==> config.mk <==
export PLATFORM = sky130hd
export DESIGN_NAME = uart_cmd_parser
export DESIGN_NICKNAME = d
export VERILOG_FILES = /design/src/rtl/uart_cmd_parser.sv
export SDC_FILE = /design/constraint.sdc
export NUM_CORES = 1
export LEC_CHECK = 0
export ABC_AREA = 1
export ABC_CLOCK_PERIOD_IN_PS = 1400
export CELL_PAD_IN_SITES_DETAIL_PLACEMENT = 1
export CELL_PAD_IN_SITES_GLOBAL_PLACEMENT = 1
export CORE_MARGIN = 1
export CORE_UTILIZATION = 36
export CTS_CLUSTER_DIAMETER = 80
export DETAILED_ROUTE_END_ITERATION = 8
export PLACE_DENSITY_LB_ADDON = 0.1
export SLEW_MARGIN = 25
export SYNTH_ARGS = -nofsm -noshare
export SYNTH_HDL_FRONTEND = slang
export SYNTH_SLANG_ARGS = --single-unit
export TNS_END_PERCENT = 5
==> constraint.sdc <==
create_clock -name clk -period 1.4 [get_ports clk]
set_clock_uncertainty 0.1 [all_clocks]
set_input_delay 0.28 -clock clk [delete_from_list [all_inputs] [get_ports clk]]
set_output_delay 0.28 -clock clk [all_outputs]
set_load 0.03 [all_outputs]
==> src/rtl/uart_cmd_parser.sv <==
// ASCII LED command parser ("L<idx><act><CR>") answering 'K' or 'E' over a UART transmitter.
// Define CMD_TIMEOUT_EN to abandon partial commands after TIMEOUT_CYCLES idle clocks.
module uart_cmd_parser #(
  parameter int NUM_LEDS       = 4,
  parameter int TIMEOUT_CYCLES = 1000000
) (
  input  logic                clk,
  input  logic                rst_n,
  input  logic                rx_valid,
  input  logic [7:0]          rx_data,
  input  logic                tx_busy,
  output logic                tx_send,
  output logic [7:0]          tx_data,
  output logic [NUM_LEDS-1:0] led,
  output logic [7:0]          cmd_count
);

  localparam logic [7:0] CH_L     = 8'h4C;
  localparam logic [7:0] CH_CR    = 8'h0D;
  localparam logic [7:0] CH_LF    = 8'h0A;
  localparam logic [7:0] CH_T     = 8'h54;
  localparam logic [7:0] CH_0     = 8'h30;
  localparam logic [7:0] CH_1     = 8'h31;
  localparam logic [7:0] RESP_OK  = 8'h4B;
  localparam logic [7:0] RESP_ERR = 8'h45;
  localparam int         IW       = (NUM_LEDS > 1) ? $clog2(NUM_LEDS) : 1;

  typedef enum logic [2:0] {IDLE, GOT_L, GOT_IDX, GOT_ACT, DISCARD, RESP} state_t;
  typedef enum logic [1:0] {ACT_CLR, ACT_SET, ACT_TGL} act_t;

  state_t        state, state_nxt;
  act_t          act_q, act_nxt;
  logic [IW-1:0] idx_q, idx_nxt;
  logic [7:0]    tx_data_nxt;
  logic          tx_send_nxt;
  logic          exec_cmd;
  logic          idx_ok;
  logic          timeout_hit;

  assign idx_ok = (rx_data >= CH_1) && (rx_data <= (CH_0 + 8'(NUM_LEDS)));

`ifdef CMD_TIMEOUT_EN
  localparam int CW = (TIMEOUT_CYCLES > 1) ? $clog2(TIMEOUT_CYCLES + 1) : 1;
  logic [CW-1:0] to_cnt;
  logic          partial;

  assign partial     = (state == GOT_L) || (state == GOT_IDX) ||
                       (state == GOT_ACT) || (state == DISCARD);
  assign timeout_hit = partial && !rx_valid && (to_cnt == CW'(TIMEOUT_CYCLES - 1));

  always_ff @(posedge clk or negedge rst_n) begin
    if (!rst_n)
      to_cnt <= '0;
    else if (rx_valid || !partial || timeout_hit)
      to_cnt <= '0;
    else
      to_cnt <= to_cnt + CW'(1);
  end
`else
  assign timeout_hit = 1'b0;
`endif

  always_comb begin
    state_nxt   = state;
    idx_nxt     = idx_q;
    act_nxt     = act_q;
    tx_data_nxt = tx_data;
    tx_send_nxt = 1'b0;
    exec_cmd    = 1'b0;
    case (state)
      IDLE:
        if (rx_valid) begin
          if (rx_data == CH_L)                          state_nxt = GOT_L;
          else if (rx_data == CH_CR || rx_data == CH_LF) state_nxt = IDLE;
          else                                          state_nxt = DISCARD;
        end
      GOT_L:
        if (rx_valid) begin
          if (idx_ok) begin
            state_nxt = GOT_IDX;
            idx_nxt   = IW'(rx_data - CH_1);
          end else begin
            state_nxt = DISCARD;
          end
        end
      GOT_IDX:
        if (rx_valid) begin
          state_nxt = GOT_ACT;
          if (rx_data == CH_0)      act_nxt = ACT_CLR;
          else if (rx_data == CH_1) act_nxt = ACT_SET;
          else if (rx_data == CH_T) act_nxt = ACT_TGL;
          else                      state_nxt = DISCARD;
        end
      GOT_ACT:
        if (rx_valid) begin
          if (rx_data == CH_CR) begin
            state_nxt   = RESP;
            tx_data_nxt = RESP_OK;
            exec_cmd    = 1'b1;
          end else begin
            state_nxt = DISCARD;
          end
        end
      DISCARD:
        if (rx_valid && rx_data == CH_CR) begin
          state_nxt   = RESP;
          tx_data_nxt = RESP_ERR;
        end
      RESP:
        // tx_send is registered, so RESP is left only after the pulse has been seen
        if (tx_send)       state_nxt   = IDLE;
        else if (!tx_busy) tx_send_nxt = 1'b1;
      default: state_nxt = IDLE;
    endcase
    if (timeout_hit) state_nxt = IDLE;
  end

  always_ff @(posedge clk or negedge rst_n) begin
    if (!rst_n) begin
      state     <= IDLE;
      idx_q     <= '0;
      act_q     <= ACT_CLR;
      tx_data   <= 8'h00;
      tx_send   <= 1'b0;
      led       <= '0;
      cmd_count <= 8'h00;
    end else begin
      state   <= state_nxt;
      idx_q   <= idx_nxt;
      act_q   <= act_nxt;
      tx_data <= tx_data_nxt;
      tx_send <= tx_send_nxt;
      if (exec_cmd) begin
        cmd_count <= cmd_count + 8'd1;
        case (act_q)
          ACT_CLR: led[idx_q] <= 1'b0;
          ACT_SET: led[idx_q] <= 1'b1;
          default: led[idx_q] <= ~led[idx_q];
        endcase
      end
    end
  end

endmodule

Word-level counts from Yosys, hierarchy flattened

Cells that the tools add are included.

Order comparisons: 4
Eq/ne operators: 19
$add $sub $neg: 2
Multiplexer cells: 33
Reductions and logical operators: 12
Bitwise logic cells: 4

Operators by type and width:

| operator                                             | count |
|---|---|
| two-way mux 3 bit                                    | 12 |
| two-way mux 8 bit                                    | 3 |
| one-hot mux 3 bit (6 select lines)                   | 1 |
| == test 8 x 4 -> 1 bit (second input constant)       | 2 |
| == test 8 x 6 -> 1 bit (second input constant)       | 2 |
| == test 8 x 7 -> 1 bit (second input constant)       | 2 |
| one-hot mux 8 bit (2 select lines)                   | 1 |
| != test 2 bit (second input constant)                | 7 |
| two-way mux 1 bit                                    | 9 |
| adder 8 x 1 -> 8 bit (second input constant)         | 1 |
| >= comparator 8 x 6 -> 1 bit (second input constant) | 1 |
| <= comparator 8 x 6 -> 1 bit (second input constant) | 1 |
| one-hot mux 4 bit (2 select lines)                   | 1 |
| == test 3 x 2 -> 1 bit (second input constant)       | 2 |
| == test 3 bit (second input constant)                | 2 |
| two-way mux 2 bit                                    | 3 |
| AND reduction 3 bit                                  | 2 |
| AND reduction 6 bit                                  | 1 |
| AND 4 bit                                            | 1 |
| bitwise mux 4 bit                                    | 1 |
| inverter 4 bit                                       | 1 |
| bitwise OR 4 bit                                     | 1 |
| AND reduction 4 bit                                  | 1 |
| == test 3 x 1 -> 1 bit (second input constant)       | 1 |
| other kinds (13)                                     | 15 |

Register bits: 28
Word-level logic and storage cells: 81

Logic depth before layout (Yosys ltp)

Gate-level depths: netlist of the first run.

Depth after elaboration: 7
Mapped depth: 11
Depth with buffers taken out: 11

Least setup slack after synthesis of the first run

No wires, ideal clock.

Path kind: flip-flop to flip-flop
From: register cmd_count[0]
To: register cmd_count[6]
Arrival time: 1.261 ns
Path buffers: 0
Setup time: 0.083 ns
Path slack: -0.044 ns
Cell stages (with the launch flop): 7
Clock period less this slack: 1.444 ns
Cells stage by stage: dfrtp_1 -> ha_1 -> inv_1 -> nor3_1 -> xor2_1 -> nand2_1 -> o21ai_0

Longest elaborated chain between the ends: 1

RTL lines:

| what                   | line | RTL |
|---|---|---|
| from (decl)            | 15   | `output logic [7:0] cmd_count` |
| from (signal assigned) | 134  | `cmd_count <= cmd_count + 8'd1;` |
| adder 8 x 1 -> 8 bit   | 134  |  |

Every way passes these cells.
A chain may end at the register's enable or synchronous reset.

Worst setup path in the final report of the first run

From: register state[0]
To: register state[0]

Longest elaborated chain between the ends: 3
Elaborated cells on any way between the ends: 14
Classes of those cells: eq/ne: 11; mux: 1; reduce/logical: 2

RTL lines:

| what                                  | line | RTL |
|---|---|---|
| from (decl)                           | 31   | `state_t state, state_nxt;` |
| from (signal assigned)                | 128  | `state <= state_nxt;` |
| == test 3 bit (tied with other cells) | 70   | `case (state)` |
| != test 2 bit (no line)               | -    |  |
| AND reduction 6 bit (no line)         | -    |  |

Parallel ways exist; a longest one is shown, timed or not.

==> impl_results.md, run 1 <==
* Status: complete, but fails checks
* Nets@finish at 284
* Die area at 4580 µm²
* CTS Buf Count at 3
* GPL Wtd Cong at 0.768
* Most used cell, CP: nand2_1
* Initial core utilization at 38.0%
* Failing checks: negative setup slack
* Mapped Cells at 212
* Clock sink total at 23
* 1st-iter DRT viols at 55
* Drt pass-1 iters at 4
* Reg2Reg Depth at 6
* Peak Freq at 699 MHz
* Crit-path leading delay family: flip-flops
* Final WS setup at -0.0298 ns
* CP endpoint kind: flop
* Hold buffers post-CTS at 0
* Largest net degree at the start of global routing at 24
* HP Start: rx_data[0]
* Crit Path Class: reg -> reg
* Initial antenna violation count at 0
* Pleak at 1.16 nW
* H-tree levels at 1
* Levels on crit path at 6
* CTS root buffer: clkbuf_8
* Drt wl/cell at 13.3 µm
* Layout cells sized above 1 at 39.1%
* Final hold viol count at 0
* Detailed Route WL at 4210 µm
* Via/cell ratio at 4.82
* GRT Residual Overflow at 0
* Commonest cells after routing, fill and taps aside: 51 x nand2_1, 43 x buf_4, 20 x inv_1
* CP arrival at 1.50 ns
* Die X at 67.7 µm
* Core box area at 4090 µm²
* Max Cap Violations at 0
* Cell Chain, Critical Path: nor2_1, nand2_2, a21boi_0, nand3_1, nand2_1, nand2_1
* Die Y at 67.7 µm
* Synth async-reset ratio at 100%
* CTS clk-pin slew, worst paths at 0.09 ns
* Hold endpoint: idx_q[0]
* Tot Pwr at 2.04 mW
* First-pass GRT wire length at 6680 µm
* DR DRC count at 0
* RR Startpoint: state[0]
* Total Routing Usage GR at 19.3%
* CTS tree: built
* Buf/Inv on CP at 0
* DP HPWL at 3000 µm
* HP Class: in -> reg
* Fin crit period at 1.43 ns
* Vias at 1522
* Predominant post-synthesis flop cell: dfrtp_1
* Post-synth EDFFs at 0
* Post-Syn Area at 1550 µm²
* CP required at 1.47 ns
* Number of distinct library cells after synthesis at 28
* Flop2flop setup slack at -0.03 ns
* Hold depth at 2
* Startpoint Class: flop
* Final period utilization at 102%
* Most common cell after layout, fill and taps aside: nand2_1
* Max VDD drop at 743 µV
* # port buffers at 29
* Placement Rows at 23
* Synthesis Warnings at 0
* I/O pin cnt at 33
* Slowest cell on the critical path: dfrtp_2
* PD cells at 917 nW/µm²
* Seq/Total Area, Yosys at 37.0%
* Area growth syn-to-layout at 43.0%
* Worst R2R End: state[0]
* Unrepaired setup endpoints after global routing: yes
* Max-slew violations at 0
* CP max FO at 6
* Setup TNS Final at -0.0636 ns
* Number of synthesized register bits at 23
* ANT cells at 0
* Vias in the first global route at 1525
* Worst skew pair latency at 0.27 ns
* Post-route ant nets at 0
* Crit path largest cell delay at 0.48 ns
* Setup violations, final at 3
* Average size of a mapped cell at 7.33 µm²
* CTS max path bufs at 2
## metal layers
metal / vias to the layer above / wire length [µm] / global-route usage (%)
met5: - / 0 / 0
met4: 0 / 19 / 3.19
met3: 2 / 100 / 4.05
met2: 20 / 2250 / 35.1
met1: 720 / 1840 / 23.3
li1: 780 / - / -
## cell type report
class	instances	area, µm²
Fill cell	498	1860
Multi-Input combinational cell	158	998
Sequential cell	23	582
Timing Repair Buffer	54	419
Inverter	27	114
Tap cell	50	62.6
Clock buffer	3	41.3
Clock inverter	1	5.00
## worst register-to-register path: stages, from the launching register on
cell and delay, ns:
dfrtp_2 0.48, nor2_1 0.09, nand2_2 0.12, a21boi_0 0.29, nand3_1 0.13, nand2_1 0.07, nand2_1 0.04
## power breakdown
group / internal (mW) / leakage, nW / switching [mW] / total, mW
Combinational: 0.317 / 0.851 / 0.476 / 0.793
Clock: 0.199 / 0.0255 / 0.231 / 0.431
Sequential: 0.722 / 0.288 / 0.0931 / 0.815
## kinds of logic after synthesis
family                   after synthesis  synth area share (%)
XOR/XNOR                               7                  3.95
flip-flops                            23                  37.0
AO/OA/AOI/OAI                         25                  9.26
adder cells (fa/ha/maj)                5                  4.03
AND/OR/NAND/NOR                      118                  36.1
other                                  1                 0.241
buffers and inverters                 33                  9.42
## synth_stat cells (2+ instances only)
master    instances  area [µm²]
nor2_1           29         109
a21oi_1           2        10.0
dfrtp_1          23         576
nand2_1          57         214
nand3_1          16        80.1
inv_1            25        93.8
nand3_4           2        35.0
buf_4             5        37.5
ha_1              5        62.6
nor3_1            4        20.0
o311ai_0          4        35.0
o21ai_0          12        60.1
nor2_4            2        22.5
o21ai_1           5        25.0
nor2_2            2        12.5
xor2_1            6        52.6
nor3_2            2        20.0
## metrics by stage
step	std cells	setup slack [ns]	utilization (%)	hold slack, ns	area, µm²
2_1_floorplan	214	-0.00839	-	-0.116	1560
3_3_place_gp	304	-0.612	48.2	0.376	1970
3_5_place_dp	304	-0.624	48.2	0.386	1970
4_1_cts	311	-0.0305	51.5	0.253	2100
5_1_grt	316	-0.138	54.4	0.152	2220
6_report	316	-0.0298	54.4	0.142	2220
## worst max-delay path by stage
stage | to | startpoint
final | state[0] | state[0]
after global placement | state[0] | rx_data[1]
after global routing | state[0] | state[0]
after detailed placement | state[1] | rx_data[1]
after CTS | cmd_count[5] | state[2]
after floorplan | state[0] | rx_data[1]
## timing repair
| item | CTS | global route |
|---|---|---|
| gates resized for setup | 36 | 44 |
| pin swaps | 12 | 17 |
| setup endpoints to repair | 22 | 17 |
| buffers inserted | 3 | 5 |
No activity file was read; power rests on OpenSTA's default activity.
==> inputs of run 2 (changes only) <==
--- a/config.mk
+++ b/config.mk
@@ -10,7 +10,8 @@
 export CELL_PAD_IN_SITES_DETAIL_PLACEMENT = 1
 export CELL_PAD_IN_SITES_GLOBAL_PLACEMENT = 1
 export CORE_MARGIN = 1
-export CORE_UTILIZATION = 36
+export CORE_UTILIZATION = 38
+export CTS_BUF_LIST = sky130_fd_sc_hd__clkbuf_2
 export CTS_CLUSTER_DIAMETER = 80
 export DETAILED_ROUTE_END_ITERATION = 8
 export PLACE_DENSITY_LB_ADDON = 0.1
==> impl_results.md, run 2 (same netlist as run 1, synthesis figures left out) <==
* Status: complete, but fails checks
* Failing checks: negative setup slack
* Final period utilization at 102%
* Post-route ant nets at 0
* Die area at 4350 µm²
* Worst skew pair latency at 0.37 ns
* Largest net degree at the start of global routing at 24
* CTS root buffer: clkbuf_2
* GPL Wtd Cong at 0.887
* Placement Rows at 22
* Initial antenna violation count at 0
* Die Y at 66.0 µm
* Vias in the first global route at 1689
* Worst Setup SP: cmd_count[4]
* CTS clk-pin slew, worst paths at 0.26 ns
* Flop2flop setup slack at -0.01 ns
* Layout cells sized above 1 at 34.7%
* Peak Freq at 703 MHz
* Crit path largest cell delay at 0.50 ns
* CP required at 1.02 ns
* ANT cells at 0
* Pleak at 1.17 nW
* Final WS setup at -0.0226 ns
* Max VDD drop at 601 µV
* Unrepaired setup endpoints after global routing: yes
* CTS max path bufs at 2
* Hold endpoint: idx_q[0]
* Clock sink total at 23
* Worst R2R End: cmd_count[4]
* Area growth syn-to-layout at 42.3%
* Max-slew violations at 0
* Crit Path Class: reg -> out
* CP endpoint kind: output port
* Reg2Reg Depth at 6
* Final Non-Filler Cells at 313
* Setup TNS Final at -0.0781 ns
* RR Startpoint: state[2]
* Via/cell ratio at 5.04
* Drt pass-1 iters at 4
* CTS tree: built
* Cell Chain, Critical Path: buf_6
* Startpoint Class: flop
* Placed Instances at 301
* Core box area at 3800 µm²
* GRT Residual Overflow at 0
* Total Routing Usage GR at 21.5%
* Commonest cells after routing, fill and taps aside: 52 x nand2_1, 30 x buf_4, 25 x nor2_1
* Drt wl/cell at 13.8 µm
* DP HPWL at 3150 µm
* Hold depth at 2
* Detailed Route WL at 4310 µm
* Final core utilization at 58.2%
* Vias at 1577
* CTS Buf Count at 3
* First-pass GRT wire length at 7130 µm
* Crit-path leading delay family: flip-flops
* Hold buffers post-CTS at 0
* Nets@finish at 283
* H-tree levels at 1
* Buf/Inv on CP at 1
* PD cells at 818 nW/µm²
* CP arrival at 1.04 ns
* HP Start: rx_data[0]
* I/O pin cnt at 33
* CP max FO at 4
* Most common cell after layout, fill and taps aside: nand2_1
* Setup WS pre-CTS at -0.674 ns
* Setup violations, final at 7
* Slowest cell on the critical path: dfrtp_1
* HP Class: in -> reg
* Initial core utilization at 40.9%
* DR DRC count at 0
* Die X at 66.0 µm
* Max Cap Violations at 0
* Final hold viol count at 0
* 1st-iter DRT viols at 83
* # port buffers at 29
* Fin crit period at 1.42 ns
* Tot Pwr at 1.81 mW
## run 2: changes by cell type in the layout (fill, tap and decap cells not counted), sizes merged
cell and change:
buf -3, dlymetal6s2s +1, clkdlybuf4s50 +1, clkbuf -3
clkdlybuf4s15 -1, dlygate4sd2 +4
## run 2: cell type report
type	instances	area [µm²]
repair buffers	53	473
clock inverters	1	5.00
clock buffers	3	15.0
well taps	48	60.1
inverters	27	109
flip-flops and latches	23	584
fillers	485	1590
multi-input cells	158	965
## run 2: through the flow
| stage | hold slack (ns) | cell area (µm²) |
|---|---|---|
| 3_3_place_gp | 0.372 | 1960 |
| 5_1_grt | 0.0507 | 2210 |
| 3_5_place_dp | 0.378 | 1960 |
| 4_1_cts | 0.106 | 2130 |
| 6_report | 0.0509 | 2210 |
| 2_1_floorplan | -0.116 | 1560 |
## run 2: worst max path at each step
| stage | cells past startpoint | slack, ns | end |
|---|---|---|---|
| 4_1_cts | 6 | -0.04 | cmd_count[4] |
| 3_5_place_dp | 11 | -0.67 | state[0] |
| 3_3_place_gp | 10 | -0.57 | state[0] |
| 2_1_floorplan | 9 | -0.008 | state[0] |
| 5_1_grt | 6 | -0.12 | cmd_count[4] |
| 6_report | 1 | -0.02 | cmd_count[4] |
## run 2: where the power goes
group | total [mW] | internal, mW | switching (mW)
registers | 0.798 | 0.720 | 0.0775
logic | 0.714 | 0.278 | 0.437
clock network | 0.297 | 0.0647 | 0.232
## run 2: per-layer routing
layer  vias up  GRT usage (%)  part of all wire (%)
met3         7           3.79                   2.7
met1       768           25.0                    41
met5         -              0                     0
met4         0           8.24                   1.2
met2        25           38.8                    55
li1        777              -                     -
## run 2: what timing repair did
action                     in CTS  in global routing
setup endpoints to repair      34                 33
gates resized for setup        36                 28
buffers inserted                5                  3
pin swaps                       4                  8
